`src/rtl/telemetry_tx_pkg.sv`:
```
// Shared constants, serialiser state encoding and small helpers for the telemetry
// transmitter.
package telemetry_tx_pkg;

  localparam logic [7:0]  HeaderDefault = 8'hA5;
  localparam int unsigned FrameBytes    = 5;

  typedef enum logic [1:0] {
    StIdle,
    StStart,
    StData,
    StStop
  } tx_state_e;

  function automatic logic [7:0] frame_checksum(input logic [7:0] b0, input logic [7:0] b1,
                                                input logic [7:0] b2, input logic [7:0] b3);
    return b0 + b1 + b2 + b3;
  endfunction

  function automatic logic [7:0] sat_inc8(input logic [7:0] v);
    return (v == 8'hFF) ? v : v + 8'd1;
  endfunction

endpackage

```
`src/rtl/telemetry_tx_uart.sv`:
```
// Byte-level UART serialiser: start bit, 8 data bits LSB first, one stop bit.
// A start request on the final stop-bit cycle chains the next byte with no idle gap.
module uart_tx_byte
  import telemetry_tx_pkg::*;
#(
  parameter int unsigned CLKS_PER_BIT = 1666
) (
  input  logic       WF_CLK,
  input  logic       WF_BUTTON,
  input  logic       start,
  input  logic [7:0] data,
  output logic       Tx,
  output logic       done
);

  localparam int unsigned     BaudW    = $clog2(CLKS_PER_BIT);
  localparam logic [BaudW-1:0] BaudLast = BaudW'(CLKS_PER_BIT - 1);

  tx_state_e        state_q, state_d;
  logic [BaudW-1:0] baud_q, baud_d;
  logic [2:0]       bit_q, bit_d;
  logic [7:0]       data_q, data_d;
  logic             tx_q, tx_d;
  logic             baud_last;
  logic             load;

  assign baud_last = (baud_q == BaudLast);
  assign load      = start && ((state_q == StIdle) || ((state_q == StStop) && baud_last));

  always_ff @(posedge WF_CLK or negedge WF_BUTTON) begin
    if (!WF_BUTTON) begin
      state_q <= StIdle;
    end else begin
      state_q <= state_d;
    end
  end

  always_comb begin
    state_d = state_q;
    unique case (state_q)
      StIdle:  if (start) state_d = StStart;
      StStart: if (baud_last) state_d = StData;
      StData:  if (baud_last && (bit_q == 3'd7)) state_d = StStop;
      StStop:  if (baud_last) state_d = start ? StStart : StIdle;
    endcase
  end

  // Tx is registered, so its next value follows the next state.
  always_comb begin
    data_d = load ? data : data_q;
    baud_d = ((state_q == StIdle) || baud_last) ? '0 : baud_q + 1'b1;
    bit_d  = bit_q;
    if (state_q != StData) begin
      bit_d = '0;
    end else if (baud_last) begin
      bit_d = bit_q + 3'd1;
    end
    tx_d = 1'b1;
    unique case (state_d)
      StIdle:  tx_d = 1'b1;
      StStart: tx_d = 1'b0;
      StData:  tx_d = data_q[bit_d];
      StStop:  tx_d = 1'b1;
    endcase
    done = (state_q == StStop) && baud_last;
  end

  always_ff @(posedge WF_CLK or negedge WF_BUTTON) begin
    if (!WF_BUTTON) begin
      baud_q <= '0;
      bit_q  <= '0;
      data_q <= '0;
      tx_q   <= 1'b1;
    end else begin
      baud_q <= baud_d;
      bit_q  <= bit_d;
      data_q <= data_d;
      tx_q   <= tx_d;
    end
  end

  assign Tx = tx_q;

endmodule

```
`src/rtl/telemetry_tx.sv`:
```
// Periodic robot telemetry: snapshots bump switches and per-interval encoder edge counts
// and sends a 5-byte checksummed frame over the UART Tx pin.
module telemetry_tx
  import telemetry_tx_pkg::*;
#(
  parameter int unsigned CLKS_PER_BIT = 1666,
  parameter int unsigned FRAME_TICKS  = 1600000,
  parameter logic [7:0]  HEADER       = HeaderDefault
) (
  input  logic       WF_CLK,
  input  logic       WF_BUTTON,
  input  logic [5:0] bump,
  input  logic       motorL_encdr,
  input  logic       motorR_encdr,
  input  logic       enable,
  output logic       Tx,
  output logic       busy,
  output logic       frame_done
);

  localparam int unsigned      TickW    = $clog2(FRAME_TICKS);
  localparam logic [TickW-1:0] TickLast = TickW'(FRAME_TICKS - 1);

  logic [5:0]                  bump_meta_q, bump_sync_q;
  logic [1:0]                  enc_meta_q, enc_sync_q, enc_prev_q;
  logic [1:0]                  enc_edge;
  logic [7:0]                  cnt_l_q, cnt_l_d, cnt_r_q, cnt_r_d;
  logic [TickW-1:0]            tick_q, tick_d;
  logic [FrameBytes-1:0][7:0]  frame_q, frame_d;
  logic                        active_q, active_d;
  logic [2:0]                  byte_idx_q, byte_idx_d;
  logic [2:0]                  next_idx;
  logic                        trigger, launch, last_byte;
  logic                        byte_start, byte_done;
  logic [7:0]                  byte_data, snap_bump, snap_sum;

  // Encoder bit 0 is the left wheel, bit 1 the right wheel.
  always_ff @(posedge WF_CLK or negedge WF_BUTTON) begin
    if (!WF_BUTTON) begin
      bump_meta_q <= '0;
      bump_sync_q <= '0;
      enc_meta_q  <= '0;
      enc_sync_q  <= '0;
      enc_prev_q  <= '0;
    end else begin
      bump_meta_q <= bump;
      bump_sync_q <= bump_meta_q;
      enc_meta_q  <= {motorR_encdr, motorL_encdr};
      enc_sync_q  <= enc_meta_q;
      enc_prev_q  <= enc_sync_q;
    end
  end

  assign enc_edge  = enc_sync_q & ~enc_prev_q;
  assign trigger   = enable && (tick_q == TickLast);
  assign launch    = trigger && !active_q;
  assign last_byte = (byte_idx_q == 3'(FrameBytes - 1));
  assign next_idx  = byte_idx_q + 3'd1;
  assign snap_bump = {2'b00, bump_sync_q};
  assign snap_sum  = frame_checksum(HEADER, snap_bump, cnt_l_q, cnt_r_q);

  always_comb begin
    if (!enable || trigger) begin
      tick_d = '0;
    end else begin
      tick_d = tick_q + 1'b1;
    end

    // An edge in the snapshot cycle belongs to the new interval.
    if (launch) begin
      cnt_l_d = {7'd0, enc_edge[0]};
      cnt_r_d = {7'd0, enc_edge[1]};
    end else begin
      cnt_l_d = enc_edge[0] ? sat_inc8(cnt_l_q) : cnt_l_q;
      cnt_r_d = enc_edge[1] ? sat_inc8(cnt_r_q) : cnt_r_q;
    end

    frame_d = frame_q;
    if (launch) begin
      frame_d = {snap_sum, cnt_r_q, cnt_l_q, snap_bump, HEADER};
    end
  end

  always_comb begin
    active_d   = active_q;
    byte_idx_d = byte_idx_q;
    byte_start = 1'b0;
    byte_data  = HEADER;
    frame_done = 1'b0;
    if (launch) begin
      active_d   = 1'b1;
      byte_idx_d = '0;
      byte_start = 1'b1;
    end else if (active_q && byte_done) begin
      if (last_byte) begin
        active_d   = 1'b0;
        frame_done = 1'b1;
      end else begin
        byte_idx_d = next_idx;
        byte_start = 1'b1;
        byte_data  = frame_q[next_idx];
      end
    end
  end

  always_ff @(posedge WF_CLK or negedge WF_BUTTON) begin
    if (!WF_BUTTON) begin
      tick_q     <= '0;
      cnt_l_q    <= '0;
      cnt_r_q    <= '0;
      frame_q    <= '0;
      active_q   <= 1'b0;
      byte_idx_q <= '0;
    end else begin
      tick_q     <= tick_d;
      cnt_l_q    <= cnt_l_d;
      cnt_r_q    <= cnt_r_d;
      frame_q    <= frame_d;
      active_q   <= active_d;
      byte_idx_q <= byte_idx_d;
    end
  end

  uart_tx_byte #(
    .CLKS_PER_BIT(CLKS_PER_BIT)
  ) u_uart (
    .WF_CLK   (WF_CLK),
    .WF_BUTTON(WF_BUTTON),
    .start    (byte_start),
    .data     (byte_data),
    .Tx       (Tx),
    .done     (byte_done)
  );

  assign busy = active_q;

endmodule

```
`config.mk`:
```
export PLATFORM = sky130hd
export DESIGN_NAME = telemetry_tx
export DESIGN_NICKNAME = d
export VERILOG_FILES = /design/src/rtl/telemetry_tx_pkg.sv /design/src/rtl/telemetry_tx_uart.sv /design/src/rtl/telemetry_tx.sv
export SDC_FILE = /design/constraint.sdc
export NUM_CORES = 1
export LEC_CHECK = 0
export BUFFER_PORTS_ARGS = -buffer_cell sky130_fd_sc_hd__buf_4
export CORE_MARGIN = 2
export CORE_UTILIZATION = 40
export DETAILED_ROUTE_END_ITERATION = 8
export PLACE_DENSITY = 0.54
export SLEW_MARGIN = 10
export SYNTH_ARGS = -nofsm -noshare
export SYNTH_HDL_FRONTEND = slang
export SYNTH_SLANG_ARGS = --single-unit
```
`constraint.sdc`:
```
create_clock -name WF_CLK -period 2.9 [get_ports WF_CLK]
set_clock_uncertainty 0.05 [all_clocks]
set_input_delay 0.145 -clock WF_CLK [delete_from_list [all_inputs] [get_ports WF_CLK]]
set_output_delay 0.145 -clock WF_CLK [all_outputs]
set_load 0.05 [all_outputs]
```
# Word-level counts from Yosys, hierarchy flattened
# Cells that the tools add are included.
# word_totals
regBits	115
inputBits	11
output_inout_bits	3
# classes
add_sub_neg	9
order_cmp	2
n_eq_ne	16
mux	36
bitwise_logic	2
reduce_logical	22
# ops
cell	count
8-bit two-way mux	10
8-bit binary-select mux with 3-bit select	1
21-bit by 1-bit adder with 21-bit output (second input constant)	1
21-bit == test (second input constant)	1
21-bit two-way mux	1
8-bit by 1-bit adder with 8-bit output (second input constant)	2
8-bit adder	2
8-bit == test (second input constant)	2
3-bit two-way mux	5
11-bit by 1-bit adder with 11-bit output (second input constant)	1
11-bit == test (second input constant)	1
1-bit two-way mux	11
11-bit two-way mux	1
8-bit by 6-bit adder with 8-bit output (first input constant)	1
2-bit == test (second input constant)	4
3-bit by 4-bit < comparator with 1-bit output (second input constant)	2
2-bit two-way mux	4
2-bit inequality test (second input constant)	4
2-bit case mux with 4 select lines	1
2-bit AND reduction	4
2-bit nonzero test	4
3-bit by 1-bit adder with 3-bit output (second input constant)	2
3-bit == test (second input constant)	2
1-bit logical AND	6
other kinds (9)	14

# Logic depth before layout (Yosys ltp)
# depth
word_depth	11
mapped_depth	13
ltp_nobuf	12

# Hierarchy
# From an unflattened synthesis, not the netlist that was laid out.
# unflattened
hier_cells	549
hier_area_um2	5970.7
# by_module_without_submodules
mod	instances	cells_each	area_each_um2
telemetry_tx	1	412	4540.6
uart_tx_byte	1	137	1430.1

# Worst setup path after synthesis
# OpenSTA, ideal clock, no wires.
# synth_timing
kind	flip-flop to flip-flop
startpoint	register tick_q[17]
endpoint	register u_uart.tx_q, in the netlist u_uart.Tx
arrival_ps	2873
slack_ps	-114
stages_incl_launch_ff	13
path_buffers	1
synth_period_minus_slack_ps	3014
path_cell_list	dfrtp_1 -> or4b_1 -> or4_1 -> or4_4 -> nor3b_2 -> buf_4 -> o21a_1 -> o22ai_1 -> ha_1 -> nand2_1 -> nor2_1 -> a21oi_1 -> o41ai_1
# synth_via
elab_chain_cells	10
word_cells_on_any_way	14
# synth_lines
element	line_no	source
start: declaration	telemetry_tx.sv:28	logic [TickW-1:0] tick_q, tick_d;
start signal: assignment	telemetry_tx.sv:115	tick_q <= tick_d;
21-bit == test *	telemetry_tx.sv:55	assign trigger = enable && (tick_q == TickLast);
1-bit logical AND *	telemetry_tx.sv:55	
1-bit logical AND *	telemetry_tx.sv:56	assign launch = trigger && !active_q;
1-bit two-way mux *	telemetry_tx.sv:90	if (launch) begin
1-bit two-way mux	telemetry_tx_uart.sv:44	StStop: if (baud_last) state_d = start ? StStart : StIdle;
2-bit two-way mux	telemetry_tx_uart.sv:44	
2-bit case mux with 4 select lines *	telemetry_tx_uart.sv:40	unique case (state_q)
2-bit == test or 2-bit logical NOT (tied branches)	telemetry_tx_uart.sv:59	unique case (state_d)
2-bit OR reduction (no line)	--	
1-bit case mux with 3 select lines *	telemetry_tx_uart.sv:59	
net u_uart.tx_d	telemetry_tx_uart.sv:23	logic tx_q, tx_d;
end signal: assignment	telemetry_tx_uart.sv:78	tx_q <= tx_d;
end: declaration	telemetry_tx_uart.sv:23	
# The timed path passes the listed nets; every way through them passes the cells marked *.
# A chain may end at the register's enable or synchronous reset.

# Worst setup path after layout
# Ends and elaborated chain as after synthesis.

==> summary.txt <==
Floorplan
  • Core region area: 0.0139 sq mm
  • Starting Density: 41.0%
  • Ports: 14
  • Die width: 124 um
  • DIE AREA: 0.0153 sq mm
  • DIE HEIGHT: 124 um
  • Rows: 43

Global route
  • Vias in the first global route: 4041
  • Initial antenna violation count: 0
  • Global-route wire length before repair: 19.9 mm
  • Gr usage total: 17.1%
  • Maximum number of pins on one net before global-route repair: 65
  • GR Overflow Total: 0

Placed design
  • Placed instance count: 748
  • DP HPWL: 7.85 mm
  • GPL Wtd Cong: 0.823
  • Pre-CTS WS: 0.0450 ns
  • Count of input and output buffers: 13
  • Area after DPL: 0.00610 sq mm

Timing
  • Peak Freq: 0.354 GHz
  • Worst slew pin tran: 0.793 ns
  • Rel. slew slack: 46.7%
  • Final Max Slew Viols: 0
  • Hold_ws: 0.252 ns
  • Min Tclk post-route: 2.83 ns
  • Final hold viol count: 0
  • Final WS setup: 0.0724 ns
  • Unrepaired setup endpoints after global routing: yes
  • Period utilization: 97.5%
  • Total negative slack: 0 ns
  • Final-report setup violation count: 0

Layout
  • Finished Layout Cells: 791
  • Most common cell after layout, fill and taps aside: dfrtp_1
  • Share of cells above drive strength 1: 14.9%
  • Fin area: 0.00689 sq mm
  • Synth-to-Final Area Change: 20.6%
  • Net count, final: 641
  • Commonest non-fill, non-tap cells in the layout: dfrtp_1 (114), nand2_1 (101), nor2_1 (65), xor2_1 (28), buf_4 (28)
  • Ant. Diodes: 0
  • Core Util, Final: 49.5%

Clock network
  • Clock tree buffer depth: 2
  • Clock sink total: 115
  • Clock slew at reported path FFs: 0.05 ns
  • TritonCTS Buffers: 17
  • CTS tree: done
  • Worst skew pair latency: 0.41 ns
  • Clock Root Buffer: clkbuf_16
  • Post-CTS Setup Repair Bufs: 0
  • H-tree depth: 4

Flow run
  • Max cap viols: 0

Setup path
  • CP Cell Sequence: or4b_1, or4_4, or4_4, nor3b_4, o21a_1, o22ai_1, ha_2, nand2_1, nor2_1, a21oi_1, o41ai_1
  • Worst endpoint data arrival time: 3.10 ns
  • Slowest cell on crit path: or4b_1
  • Crit Path Category: reg -> reg
  • Setup crit end kind: register
  • Startpoint Class: register
  • CP max stage delay: 0.52 ns
  • Worst Path Required: 3.17 ns
  • Most used cell, CP: or4_4
  • CP Max Fanout: 4

Detailed routing
  • Routed Wire Length: 11.5 mm
  • # DRC: 0
  • Detail Route Antenna Nets: 0
  • Via density per instance: 4.99
  • Routed length per instance: 14.6 um
  • First-pass DRT Iterations: 5
  • Vias: 3947
  • Iter 0 DRT Violations: 238

Pwr
  • Design Power: 5.97 mW
  • VDD IR max: 0.487 mV
  • Pwr/cell area: 866 mW/mm^2
  • Leak: 3.15 nW

Synthesis
  • Synth top area share: 49.9%
  • Mapped Nets: 598
  • Cell Area, Synth: 0.00572 sq mm
  • Largest cells by area after synthesis: dfrtp_1 (50%), nand2_1 (6.6%), ha_1 (5.7%)
  • Ys flop type: dfrtp_1
  • Synth cell types: 57
  • FF+latch count, synth: 115
  • Sequential area share after synthesis: 50.4%
  • Syn Inst Count: 555
  • Yosys top cell by area: dfrtp_1
  • Post-synth EDFFs: 0
  • YS warnings: 0
  • Avg Synthesized Cell Area: 10.3 sq um
  • Asr flop ratio synth: 100%

Hold path
  • Worst Hold Class: in -> async

Outcome
  • Outcome: complete, no violations
-- timing repair --
item                                    in CTS  in global routing
hold buffers                                10                  0
endpoints found under the hold margin       61                  0
endpoints found under the setup margin       0                  4
resized for setup                            0                  5
-- report_power, final --
group	internal (mW)	switching [mW]
registers	1.75	0.184
logic	0.801	0.945
clock network	1.55	0.746
-- final cells by class --
type	instances	area, sq um
Clock buffer	20	447
Multi-Input combinational cell	401	2660
Clock inverter	12	205
Fill cell	1268	7040
Sequential cell	115	2880
Inverter	21	78.8
Timing Repair Buffer	42	395
Tap cell	180	225
-- state kept, by name, indices dropped and copies added, names as in the netlist --
name and cells:
bump_meta_q 6, bump_sync_q 6, busy 1, byte_idx_q 3
cnt_l_q 8, cnt_r_q 8, enc_meta_q 2, enc_prev_q 2
enc_sync_q 2, frame_q 31, tick_q 21, u_uart.Tx 1
u_uart.baud_q 11, u_uart.bit_q 3, u_uart.data_q 8, u_uart.state_q 2
-- final timing paths --
kind                           startpoint               end  slack, ns  depth (start not counted)
setup / recovery               tick_q[17]         u_uart.Tx       0.07                         11
hold / removal                  WF_BUTTON  u_uart.baud_q[7]       0.25                          2
setup reg to reg               tick_q[17]         u_uart.Tx       0.07                         11
hold reg to reg            bump_meta_q[5]    bump_sync_q[5]       0.29                          0
max in group asynchronous       WF_BUTTON       frame_q[22]       1.75                          3
min in group WF_CLK        bump_meta_q[5]    bump_sync_q[5]       0.29                          0
-- logic make-up after synthesis --
kind of cell    after synthesis  synth area share [%]
simple gates                237                  18.8
flops                       115                  50.4
compound gates               60                  7.38
xor+xnor                     54                  8.28
buf+inv                      39                  3.37
fa+ha+maj                    32                  7.79
mux                          18                  4.03
-- worst max-delay path, delay by kind of cell, from the launching register on --
kind,cells,cell delay [ns]
AND/OR/NAND/NOR,6,1.70
adder cells (fa/ha/maj),1,0.19
AO/OA/AOI/OAI,4,0.44
flip-flops,1,0.37
-- per-layer routing --
metal,part of all wire (%),track usage [%]
met5,0,0
met4,1.1,5.97
met3,2.6,4.89
met2,48,27.1
met1,48,22.4
-- cells in the mapped netlist, types with 2 or more instances --
master     instances
ha_1              26
nand2_1          101
mux4_2             3
xnor2_1           26
a221o_1            2
mux2i_1            5
nand4_1            9
nand2b_1           7
a21oi_1           13
and2_1             2
and3_1            10
nor3b_1            3
mux2_2             8
o21ai_2            9
nand3_1           17
o22ai_1            2
nor2b_1            3
o21ai_1            2
dfrtp_1          114
a22o_1             4
o21ai_0            8
nor2_1            66
a22oi_1            5
clkbuf_1           7
nor3_1             6
buf_6              5
o2111ai_1          2
and4_1             4
buf_2              4
xor2_1            28
inv_1             21
a21o_1             2
mux2_1             2
fa_1               6
No activity file was read; power rests on OpenSTA's default activity.
